<file path="config.mk">
export PLATFORM = sky130hd
export DESIGN_NAME = ext_razor_collector
export DESIGN_NICKNAME = d
export VERILOG_FILES = /design/src/rtl/ext_razor_collector.sv
export SDC_FILE = /design/constraint.sdc
export NUM_CORES = 1
export LEC_CHECK = 0
export CAP_MARGIN = 20
export CORE_AREA = 5 5 194 196
export DETAILED_ROUTE_END_ITERATION = 12
export DIE_AREA = 0 0 199 201
export SYNTH_ARGS = -nofsm -noshare
export SYNTH_HDL_FRONTEND = slang
export SYNTH_SLANG_ARGS = --single-unit
</file>
<file path="constraint.sdc">
create_clock -name Clock -period 5.7 [get_ports Clock]
set_input_delay 1.71 -clock Clock [delete_from_list [all_inputs] [get_ports Clock]]
set_output_delay 1.71 -clock Clock [all_outputs]
set_load 0.02 [all_outputs]
</file>
<file path="src/rtl/ext_razor_collector.sv">
// ext_razor_collector: repairs razor-flagged extrinsics, buffers one frame and drains it via ready/valid; RAZOR_CORRECT_EN enables repair and Stall.
module ext_razor_collector #(
  parameter int M        = 6,
  parameter int RazorBit = 1,
  parameter int FRAME    = 40,
  parameter int CW       = 8
) (
  input  logic          Clock,
  input  logic          nReset,
  input  logic          in_valid,
  output logic          in_ready,
  input  logic [M-1:0]  be1,
  input  logic          Error_be1,
  output logic          Stall,
  output logic          out_valid,
  input  logic          out_ready,
  output logic [M-1:0]  out_data,
  output logic          out_last,
  output logic [CW-1:0] err_count,
  output logic          busy
);
  localparam int PW = $clog2(FRAME);
  typedef enum logic {FILL, DRAIN} state_t;
  state_t state, state_nxt;
  logic [PW-1:0] wr_ptr, rd_ptr;
  logic [M-1:0] mem [FRAME];
  logic [M-1:0] fixed;
  logic accept, take, last_wr;
`ifdef RAZOR_CORRECT_EN
  assign in_ready = (state == FILL) && !Stall;
  assign fixed = Error_be1 ? (be1 ^ (M'(1) << (M - RazorBit))) : be1;
  // The flag means the main flop missed the late transition, so flipping it recovers the shadow value.
  always_ff @(posedge Clock or negedge nReset)
    if (!nReset) Stall <= 1'b0;
    else Stall <= accept && Error_be1;
`else
  assign in_ready = (state == FILL);
  assign fixed = be1;
  assign Stall = 1'b0;
`endif
  assign accept = in_valid && in_ready;
  assign take = out_valid && out_ready;
  assign last_wr = wr_ptr == PW'(FRAME - 1);
  assign out_valid = (state == DRAIN);
  assign busy = (state == DRAIN);
  assign out_last = (state == DRAIN) && (rd_ptr == PW'(FRAME - 1));
  assign out_data = (state == DRAIN) ? mem[rd_ptr] : '0;
  always_ff @(posedge Clock or negedge nReset)
    if (!nReset) state <= FILL;
    else state <= state_nxt;
  always_comb
    state_nxt = (state == FILL) ? ((accept && last_wr) ? DRAIN : FILL)
                                : ((take && out_last) ? FILL : DRAIN);
  always_ff @(posedge Clock or negedge nReset)
    if (!nReset) begin
      wr_ptr <= '0;
      rd_ptr <= '0;
      err_count <= '0;
    end else begin
      if (accept) wr_ptr <= last_wr ? '0 : wr_ptr + PW'(1);
      if (accept && last_wr) rd_ptr <= '0;
      else if (take) rd_ptr <= out_last ? '0 : rd_ptr + PW'(1);
      if (take && out_last) err_count <= '0;
      else if (accept && Error_be1 && err_count != '1) err_count <= err_count + CW'(1);
    end
  always_ff @(posedge Clock)
    if (accept) mem[wr_ptr] <= fixed;
endmodule

</file>
==> results of run 1 <==
==> cell usage after synthesis, types with 2 or more instances <==
cell type  instances  area, sq um
mux4_2            52         1170
o22ai_1            6         37.5
a22o_1             7         61.3
nand4_1            3         18.8
nand2b_1           2         12.5
nor2_1            61          229
mux2i_1           34          340
buf_6              3         33.8
and3_1             3         18.8
buf_2             14         70.1
o21ai_0            7         35.0
a21oi_1            9         45.0
xnor2_1            5         43.8
nor3_1             5         25.0
nand3_1            6         30.0
and2_1             3         18.8
clkbuf_1           5         18.8
mux2_2            10          113
dfrtp_1           21          526
o221ai_1           3         26.3
nor2b_1            7         43.8
nand3b_1           3         22.5
ha_1               3         37.5
a221oi_1           3         26.3
nand2_1           21         78.8
buf_4              6         45.0
edfxtp_1         240         7210
xor2_1             7         61.3
inv_1              2         7.51
==> flip-flops by register name, indices dropped and copies added, names as in the netlist <==
register	cells
mem	240
busy	1
err_count	8
rd_ptr	6
wr_ptr	6
==> per-stage QoR <==
step | cell area (sq um) | setup slack [ns]
final | 12100 | 0.360
after CTS | 12100 | 0.275
after global placement | 11300 | 0.844
after global routing | 12100 | 0.162
after detailed placement | 11300 | 0.843
after floorplan | 10500 | 2.07
==> cell families after synthesis <==
family	after synthesis	synth area share, %
other	1	0.0357
AND/OR/NAND/NOR	119	5.20
XOR/XNOR	12	0.999
buffers and inverters	30	1.67
AO/OA/AOI/OAI	41	2.77
flip-flops	261	73.5
adder cells (fa/ha/maj)	3	0.357
multiplexers	96	15.4
==> power by group <==
group | leakage [nW] | internal (mW) | total, mW | switching, mW
clock network | 0.368 | 0.906 | 1.57 | 0.666
registers | 2.43 | 2.12 | 2.33 | 0.209
logic | 1.05 | 0.641 | 1.22 | 0.577
==> placed cells by master (no fill, tap or decap), types with 5 or more instances in the layout <==
cell type / count
xor2_1: 7
mux2i_1: 34
edfxtp_1: 240
a21oi_1: 9
mux2_2: 10
dfrtp_1: 18
clkbuf_16: 25
nor3_1: 5
clkdlybuf4s50_1: 28
o22ai_1: 6
clkbuf_1: 12
nor2_1: 61
nand2_1: 21
mux4_2: 52
xnor2_1: 5
nor2b_1: 7
nand3_1: 6
a22o_1: 7
buf_4: 9
o21ai_0: 7
==> worst min-delay path by stage <==
stage | from | to | depth (start not counted)
2_1_floorplan | wr_ptr[2] | wr_ptr[2] | 1
3_3_place_gp | wr_ptr[2] | wr_ptr[2] | 1
3_5_place_dp | wr_ptr[2] | wr_ptr[2] | 1
4_1_cts | wr_ptr[2] | wr_ptr[2] | 1
5_1_grt | wr_ptr[2] | wr_ptr[2] | 1
6_report | wr_ptr[2] | wr_ptr[2] | 1
==> final cells by class <==
cell class | instances | area share (%)
Timing Repair Buffer | 39 | 3.17
Tap cell | 468 | 4.84
Multi-Input combinational cell | 272 | 21.6
Inverter | 2 | 0.0621
Clock buffer | 37 | 5.55
Sequential cell | 261 | 64.0
Clock inverter | 9 | 0.807
==> routing by layer <==
metal | share of wire, % | global-route usage [%] | vias to the layer above
met5 | 0 | 0 | -
met3 | 3.9 | 1.64 | 36
met1 | 44 | 14.9 | 2651
met2 | 50 | 18.0 | 109
met4 | 2.5 | 3.35 | 0
li1 | - | - | 2317
==> results.sh, run 1 <==
export IMPL_ir_drop_uv=420
export IMPL_antenna_left=0
export IMPL_worst_pin_slew_ns=0.932
export IMPL_ys_warnings_count=0
export IMPL_rows=70
export IMPL_vias=5113
export IMPL_wl_mm=21.6
export IMPL_cts_inserted_buffers=25
export IMPL_reg2reg_from="rd_ptr[0]"
export IMPL_wl_per_cell_um=19.8
export IMPL_slew_violations=0
export IMPL_slew_headroom_pct=37.9
export IMPL_die_w_um=199
export IMPL_grt_max_degree=49
export IMPL_drtIter0Drc=356
export IMPL_grt_ovfl_total=0
export IMPL_grt_setup_unrepaired="no"
export IMPL_io_buffers=28
export IMPL_cts_resized=0
export IMPL_cts_path_max_buffers=3
export IMPL_worstPathArrival_ns=3.63
export IMPL_dr_pass1_iters=4
export IMPL_nFillCells=3444
export IMPL_grt_pass1_wl_mm=33.7
export IMPL_cp_required_ns=3.99
export IMPL_finalNonFillerCells=1088
export IMPL_path_class="flip-flop to primary output"
export IMPL_crit_chain="buf_4 -> mux4_2 -> mux2i_1 -> o22ai_1 -> clkdlybuf4s50_1"
export IMPL_ys_flop_type="edfxtp_1"
export IMPL_gp_congestion=0.849
export IMPL_p_per_area_nw_per_um2=423
export IMPL_ys_types=41
export IMPL_vias_per_cell=4.70
export IMPL_whs_ns=0.541
export IMPL_tns_ns=0
export IMPL_status="finished, final reports clean"
export IMPL_path_max_fanout=48
export IMPL_n_antenna_cell=0
export IMPL_cp_depth=5
export IMPL_synth_edf_count=240
export IMPL_fin_worst_skew_ns=0.0103
export IMPL_syn_nets=577
export IMPL_cts_sinks=261
export IMPL_hold_violations=0
export IMPL_drive_above_1_share_pct=18.1
export IMPL_track_usage_pct=10.9
export IMPL_clkLatencyLatePin_ns=0.52
export IMPL_grt_pass1_vias=5382
export IMPL_p_total_mw=5.12
export IMPL_post_route_min_period_ns=5.34
export IMPL_initial_utilization_pct=29.3
export IMPL_nNetsFinal=615
export IMPL_critPathCapture="out_data[0]"
export IMPL_seqCellArea_sq_um=7740
export IMPL_utilization_pct=33.7
export IMPL_finalCritPeriodShare_pct=93.7
export IMPL_yosysSeqAreaShare_pct=73.5
export IMPL_areaGrowthSynthToFinish_pct=15.0
export IMPL_cap_violations=0
export IMPL_p_leak_nw=3.85
export IMPL_holdBufCountCts=0
export IMPL_core_area_sq_um=35900
export IMPL_synth_cells=563
export IMPL_crit_buf_inv=2
export IMPL_root_buffer="clkbuf_16"
export IMPL_path_delay_family="flip-flops"
export IMPL_r2r_slack_ns=3.07
export IMPL_max_freq_ghz=0.187
export IMPL_ys_seq_elements=261
export IMPL_synth_area_sq_um=10500
export IMPL_avgSynthCellArea_sq_um=18.7
export IMPL_antenna_found_initial=0
export IMPL_multi_input_comb_area_sq_um=2610
export IMPL_slowest_delay_ns=1.03
export IMPL_crit_slowest_cell="dfrtp_4"
export IMPL_place_inst=1041
export IMPL_post_cts_setup_buffers=0
export IMPL_cp_end_kind="primary output"
export IMPL_hp_class="flip-flop to flip-flop"
export IMPL_die_height_um=201
export IMPL_cts_tree="built"
export IMPL_r2r_end="busy"
export IMPL_reg2regPathDepth=5
export IMPL_drc_errors=0
export IMPL_startpoint="rd_ptr[0]"
export IMPL_cts_htree_levels=1
export IMPL_setup_viol=0
export IMPL_async_flop_share_pct=8.05
export IMPL_hpwl_mm=13.6
export IMPL_pin_count=30
export IMPL_clkTransAtPathRegs_ns=0.06
export IMPL_die_area_sq_um=40000
export IMPL_worstSetupStartpointType="flip-flop"
No activity file was read; power rests on OpenSTA's default activity.
==> run 2, diff against run 1 <==
- SLEW_MARGIN: default -> 20
==> run 2 against run 1 <==
Clock skew down 0.0015 ns. Non-clock buffer count down 1. Fmax up 0.67%. Largest power group unchanged. Sequential share of layout area up 0.11 points.
==> results.sh, run 2 (synthesis results as in run 1) <==
export IMPL_fin_worst_skew_ns=0.00877
export IMPL_r2r_end="busy"
export IMPL_switching_share_pct=28.3
export IMPL_reg2regPathDepth=5
export IMPL_hp_class="flip-flop to flip-flop"
export IMPL_drive_above_1_share_pct=18.1
export IMPL_grt_setup_unrepaired="no"
export IMPL_cts_inserted_buffers=25
export IMPL_placed_cell_area_sq_um=11300
export IMPL_dr_pass1_iters=4
export IMPL_vias_per_cell=4.69
export IMPL_ir_drop_uv=421
export IMPL_grt_pass1_wl_mm=33.7
export IMPL_initial_utilization_pct=29.3
export IMPL_rows=70
export IMPL_p_leak_nw=3.84
export IMPL_cts_path_max_buffers=3
export IMPL_top_register="mem"
export IMPL_crit_chain="buf_4 -> mux4_2 -> mux2i_1 -> o22ai_1 -> clkdlybuf4s50_1"
export IMPL_vias=5103
export IMPL_tns_ns=0
export IMPL_antenna_found_initial=0
export IMPL_path_class="flip-flop to primary output"
export IMPL_crit_slowest_cell="dfrtp_4"
export IMPL_slew_violations=0
export IMPL_path_delay_family="flip-flops"
export IMPL_holdBufCountCts=0
export IMPL_clkLatencyLatePin_ns=0.52
export IMPL_cts_tree="built"
export IMPL_slowest_delay_ns=1.03
export IMPL_post_cts_setup_buffers=0
export IMPL_p_clk_share_pct=30.7
export IMPL_reg2reg_from="rd_ptr[0]"
export IMPL_worstSetupStartpointType="flip-flop"
export IMPL_holdPathEnd="wr_ptr[2]"
export IMPL_cap_violations=0
export IMPL_worstPathArrival_ns=3.59
export IMPL_status="finished, final reports clean"
export IMPL_cp_end_kind="primary output"
export IMPL_r2r_slack_ns=3.07
export IMPL_nNetsFinal=614
export IMPL_pin_count=30
export IMPL_io_buffers=28
export IMPL_antenna_left=0
export IMPL_setup_viol=0
export IMPL_wl_per_cell_um=19.9
export IMPL_slew_headroom_pct=38.0
export IMPL_clkTransAtPathRegs_ns=0.06
export IMPL_switchingPower_mw=1.44
export IMPL_min_from="wr_ptr[2]"
export IMPL_hold_path_depth=1
export IMPL_grt_max_degree=49
export IMPL_p_seq_share_pct=45.6
export IMPL_power_frac_comb_pct=23.8
export IMPL_worst_pin_slew_ns=0.930
export IMPL_path_max_fanout=48
export IMPL_hpwl_mm=13.6
export IMPL_areaGrowthSynthToFinish_pct=14.8
export IMPL_drc_errors=0
export IMPL_hold_violations=0
export IMPL_die_w_um=199
export IMPL_finalCritPeriodShare_pct=93.1
export IMPL_crit_buf_inv=2
export IMPL_wl_mm=21.6
export IMPL_drtIter0Drc=347
export IMPL_fin_area_sq_um=12100
export IMPL_p_total_mw=5.11
export IMPL_cts_sinks=261
export IMPL_layout_commonest_cell="edfxtp_1"
export IMPL_cp_required_ns=3.99
export IMPL_p_int_mw=3.67
export IMPL_n_antenna_cell=0
export IMPL_largest_reg_flops=240
export IMPL_root_buffer="clkbuf_16"
export IMPL_cts_htree_levels=1
export IMPL_reg_top3="mem x240, err_count x8"
export IMPL_startpoint="rd_ptr[0]"
export IMPL_max_freq_ghz=0.189
export IMPL_grt_pass1_vias=5382
export IMPL_die_height_um=201
export IMPL_track_usage_pct=10.9
export IMPL_gp_congestion=0.849
export IMPL_core_area_sq_um=35900
export IMPL_die_area_sq_um=40000
export IMPL_cts_resized=0
export IMPL_p_per_area_nw_per_um2=423
export IMPL_post_route_min_period_ns=5.30
export IMPL_grt_ovfl_total=0
export IMPL_layout_common_cells="edfxtp_1 (240), nor2_1 (61), mux4_2 (52)"
run 2: layer usage:
metal	track usage (%)	up-vias	part of all wire [%]
li1	-	2315	-
met1	14.9	2645	43
met2	18.0	107	50
met3	1.64	36	3.9
met4	3.35	0	2.5
met5	0	-	0
run 2: layout make-up:
type,count,area [sq um]
clock buffers,37,671
clock inverters,9,97.6
fillers,3445,23800
inverters,2,7.51
multi-input cells,272,2610
flip-flops and latches,261,7740
well taps,468,586
repair buffers,38,363
run 2: power groups by stage:
stage	logic, mW	registers (mW)	clock network (mW)
floorplan	0.985	2.19	0
global placement	1.23	2.38	0
detailed placement	1.23	2.38	0
CTS	1.23	2.34	1.61
global route	1.30	2.35	1.71
finish	1.22	2.33	1.57
run 2: worst reg2reg max path: stages (launching register included):
cell     delay, ns
dfrtp_4       1.03
ha_1          0.34
nand2_1       0.08
nor4_2        0.39
and2_1        0.49
o22ai_1       0.17
run 2: how the worst max path moves through the flow:
| stage | end | slack [ns] | cells past startpoint |
|---|---|---|---|
| 2_1_floorplan | out_data[1] | 2.07 | 7 |
| 3_3_place_gp | out_data[0] | 0.84 | 6 |
| 3_5_place_dp | out_data[0] | 0.84 | 5 |
| 4_1_cts | out_data[0] | 0.28 | 5 |
| 5_1_grt | out_data[0] | 0.16 | 5 |
| 6_report | out_data[0] | 0.40 | 5 |
run 2: stage by stage:
stage | instances | util [%] | setup slack, ns | hold WS, ns
after floorplan | 563 | - | 2.07 | 0.478
after global placement | 1041 | 31.5 | 0.844 | 0.517
after detailed placement | 1041 | 31.5 | 0.843 | 0.522
after CTS | 1087 | 33.6 | 0.275 | 0.537
after global routing | 1087 | 33.6 | 0.162 | 0.557
final | 1087 | 33.6 | 0.396 | 0.542
==> run 3, diff against run 2 <==
- CORE_AREA: 5 5 194 196 -> 2 2 191 193
- DIE_AREA: 0 0 199 201 -> 0 0 193 195
- PLACE_DENSITY: default -> 0.53
==> run 3 against run 2 <==
Critical path depth increased by 1. Clock power up 7%. Setup slack got worse by 0.10 ns. Final cell count barely moved. Combinational power rose by 4%. Register-to-register slack better by 0.03 ns. Sequential power about the same. Count of clock-buffer cells in the layout fell by 4. Critical path type unchanged. Largest cell class unchanged. Highest routed layer unchanged.
==> results.sh, run 3 (synthesis results as in run 1) <==
export IMPL_reg2reg_from="busy"
export IMPL_gp_congestion=0.806
export IMPL_place_inst=1039
export IMPL_track_usage_pct=12.9
export IMPL_seqCellArea_sq_um=7740
export IMPL_grt_ovfl_total=0
export IMPL_layout_commonest_cell="edfxtp_1"
export IMPL_post_cts_setup_buffers=0
export IMPL_slowest_delay_ns=1.04
export IMPL_top_register="mem"
export IMPL_cts_htree_levels=1
export IMPL_cts_inserted_buffers=28
export IMPL_hold_path_depth=1
export IMPL_fin_worst_skew_ns=0.0270
export IMPL_grt_pass1_vias=5601
export IMPL_worstSetupStartpointType="flip-flop"
export IMPL_path_class="flip-flop to primary output"
export IMPL_nFillCells=3353
export IMPL_grt_max_degree=49
export IMPL_grt_pass1_wl_mm=35.8
export IMPL_cp_required_ns=3.99
export IMPL_clkLatencyLatePin_ns=0.56
export IMPL_holdBufCountCts=0
export IMPL_multi_input_comb_area_sq_um=2610
export IMPL_max_freq_ghz=0.185
export IMPL_pin_count=30
export IMPL_drc_errors=0
export IMPL_slew_headroom_pct=36.0
export IMPL_antenna_left=0
export IMPL_n_antenna_cell=0
export IMPL_grt_setup_unrepaired="no"
export IMPL_cts_path_max_buffers=3
export IMPL_cts_resized=0
export IMPL_reg2regPathDepth=4
export IMPL_dr_pass1_iters=5
export IMPL_finalCritPeriodShare_pct=94.8
export IMPL_path_max_fanout=48
export IMPL_die_area_sq_um=37600
export IMPL_slew_violations=0
export IMPL_die_w_um=193
export IMPL_cts_sinks=261
export IMPL_p_leak_nw=3.91
export IMPL_wl_mm=23.8
export IMPL_rows=69
export IMPL_largest_reg_flops=240
export IMPL_layout_common_cells="edfxtp_1 (240), nor2_1 (61), mux4_2 (52)"
export IMPL_root_buffer="clkbuf_16"
export IMPL_crit_slowest_cell="dfrtp_4"
export IMPL_hold_violations=0
export IMPL_holdPathEnd="wr_ptr[2]"
export IMPL_hp_class="flip-flop to flip-flop"
export IMPL_vias_per_cell=4.92
export IMPL_p_per_area_nw_per_um2=433
export IMPL_whs_ns=0.519
export IMPL_setup_ws_ns=0.294
export IMPL_status="finished, final reports clean"
export IMPL_areaGrowthSynthToFinish_pct=15.8
export IMPL_clkTransAtPathRegs_ns=0.07
export IMPL_wl_per_cell_um=21.9
export IMPL_antenna_found_initial=0
export IMPL_vias=5355
export IMPL_r2r_slack_ns=3.10
export IMPL_post_route_min_period_ns=5.41
export IMPL_crit_chain="nor2b_1 -> a22o_1 -> a221oi_1 -> o221ai_1 -> o22ai_1 -> clkdlybuf4s50_1"
export IMPL_worst_pin_slew_ns=0.960
export IMPL_worstPathArrival_ns=3.70
export IMPL_r2r_end="mem[11][5]"
export IMPL_min_from="wr_ptr[2]"
export IMPL_io_buffers=28
export IMPL_core_area_sq_um=35400
export IMPL_cp_end_kind="primary output"
export IMPL_cap_violations=0
export IMPL_nNetsFinal=622
export IMPL_setup_viol=0
export IMPL_reg_top3="mem x240, err_count x8"
export IMPL_drive_above_1_share_pct=19.9
export IMPL_die_height_um=195
export IMPL_drtIter0Drc=559
export IMPL_finalNonFillerCells=1088
export IMPL_p_total_mw=5.27
export IMPL_hpwl_mm=15.4
export IMPL_dp_slack_ns=0.821
export IMPL_ir_drop_uv=350
export IMPL_initial_utilization_pct=29.7
export IMPL_cts_tree="built"
export IMPL_tns_ns=0
run 3: critical path: cells and delay by family (launching register included):
kind | cells | cell delay (ns)
AO/OA/AOI/OAI | 4 | 1.15
buffers and inverters | 1 | 0.67
flip-flops | 1 | 1.04
AND/OR/NAND/NOR | 1 | 0.28
run 3: final cells by class:
class	instances	share of cell area (%)
clock buffers	33	5.91
multi-input cells	272	21.4
repair buffers	43	3.18
flip-flops and latches	261	63.5
well taps	461	4.74
clock inverters	16	1.16
inverters	2	0.0616
run 3: per-layer routing:
metal	part of all wire, %	GRT usage (%)	vias to the layer above
met5	0	0	-
met4	2.5	3.54	0
met3	5.6	2.71	44
met2	47	20.2	171
met1	45	18.3	2806
li1	-	-	2334
run 3: worst max-delay path by stage:
stage,endpoint,startpoint
after floorplan,out_data[1],rd_ptr[0]
after global placement,out_data[1],rd_ptr[0]
after detailed placement,out_data[4],rd_ptr[0]
after CTS,out_data[4],rd_ptr[0]
after global routing,out_data[4],rd_ptr[0]
final,out_data[3],rd_ptr[0]
run 3: through the flow:
step / area (sq um) / util, %
after global routing: 12200 / 34.4
after global placement: 11300 / 32.0
after floorplan: 10500 / -
final: 12200 / 34.4
after detailed placement: 11300 / 32.0
after CTS: 12200 / 34.4
run 3: power breakdown:
group	internal [mW]	total, mW	switching [mW]
clock	0.951	1.68	0.730
combinational	0.651	1.27	0.621
sequential	2.12	2.32	0.198
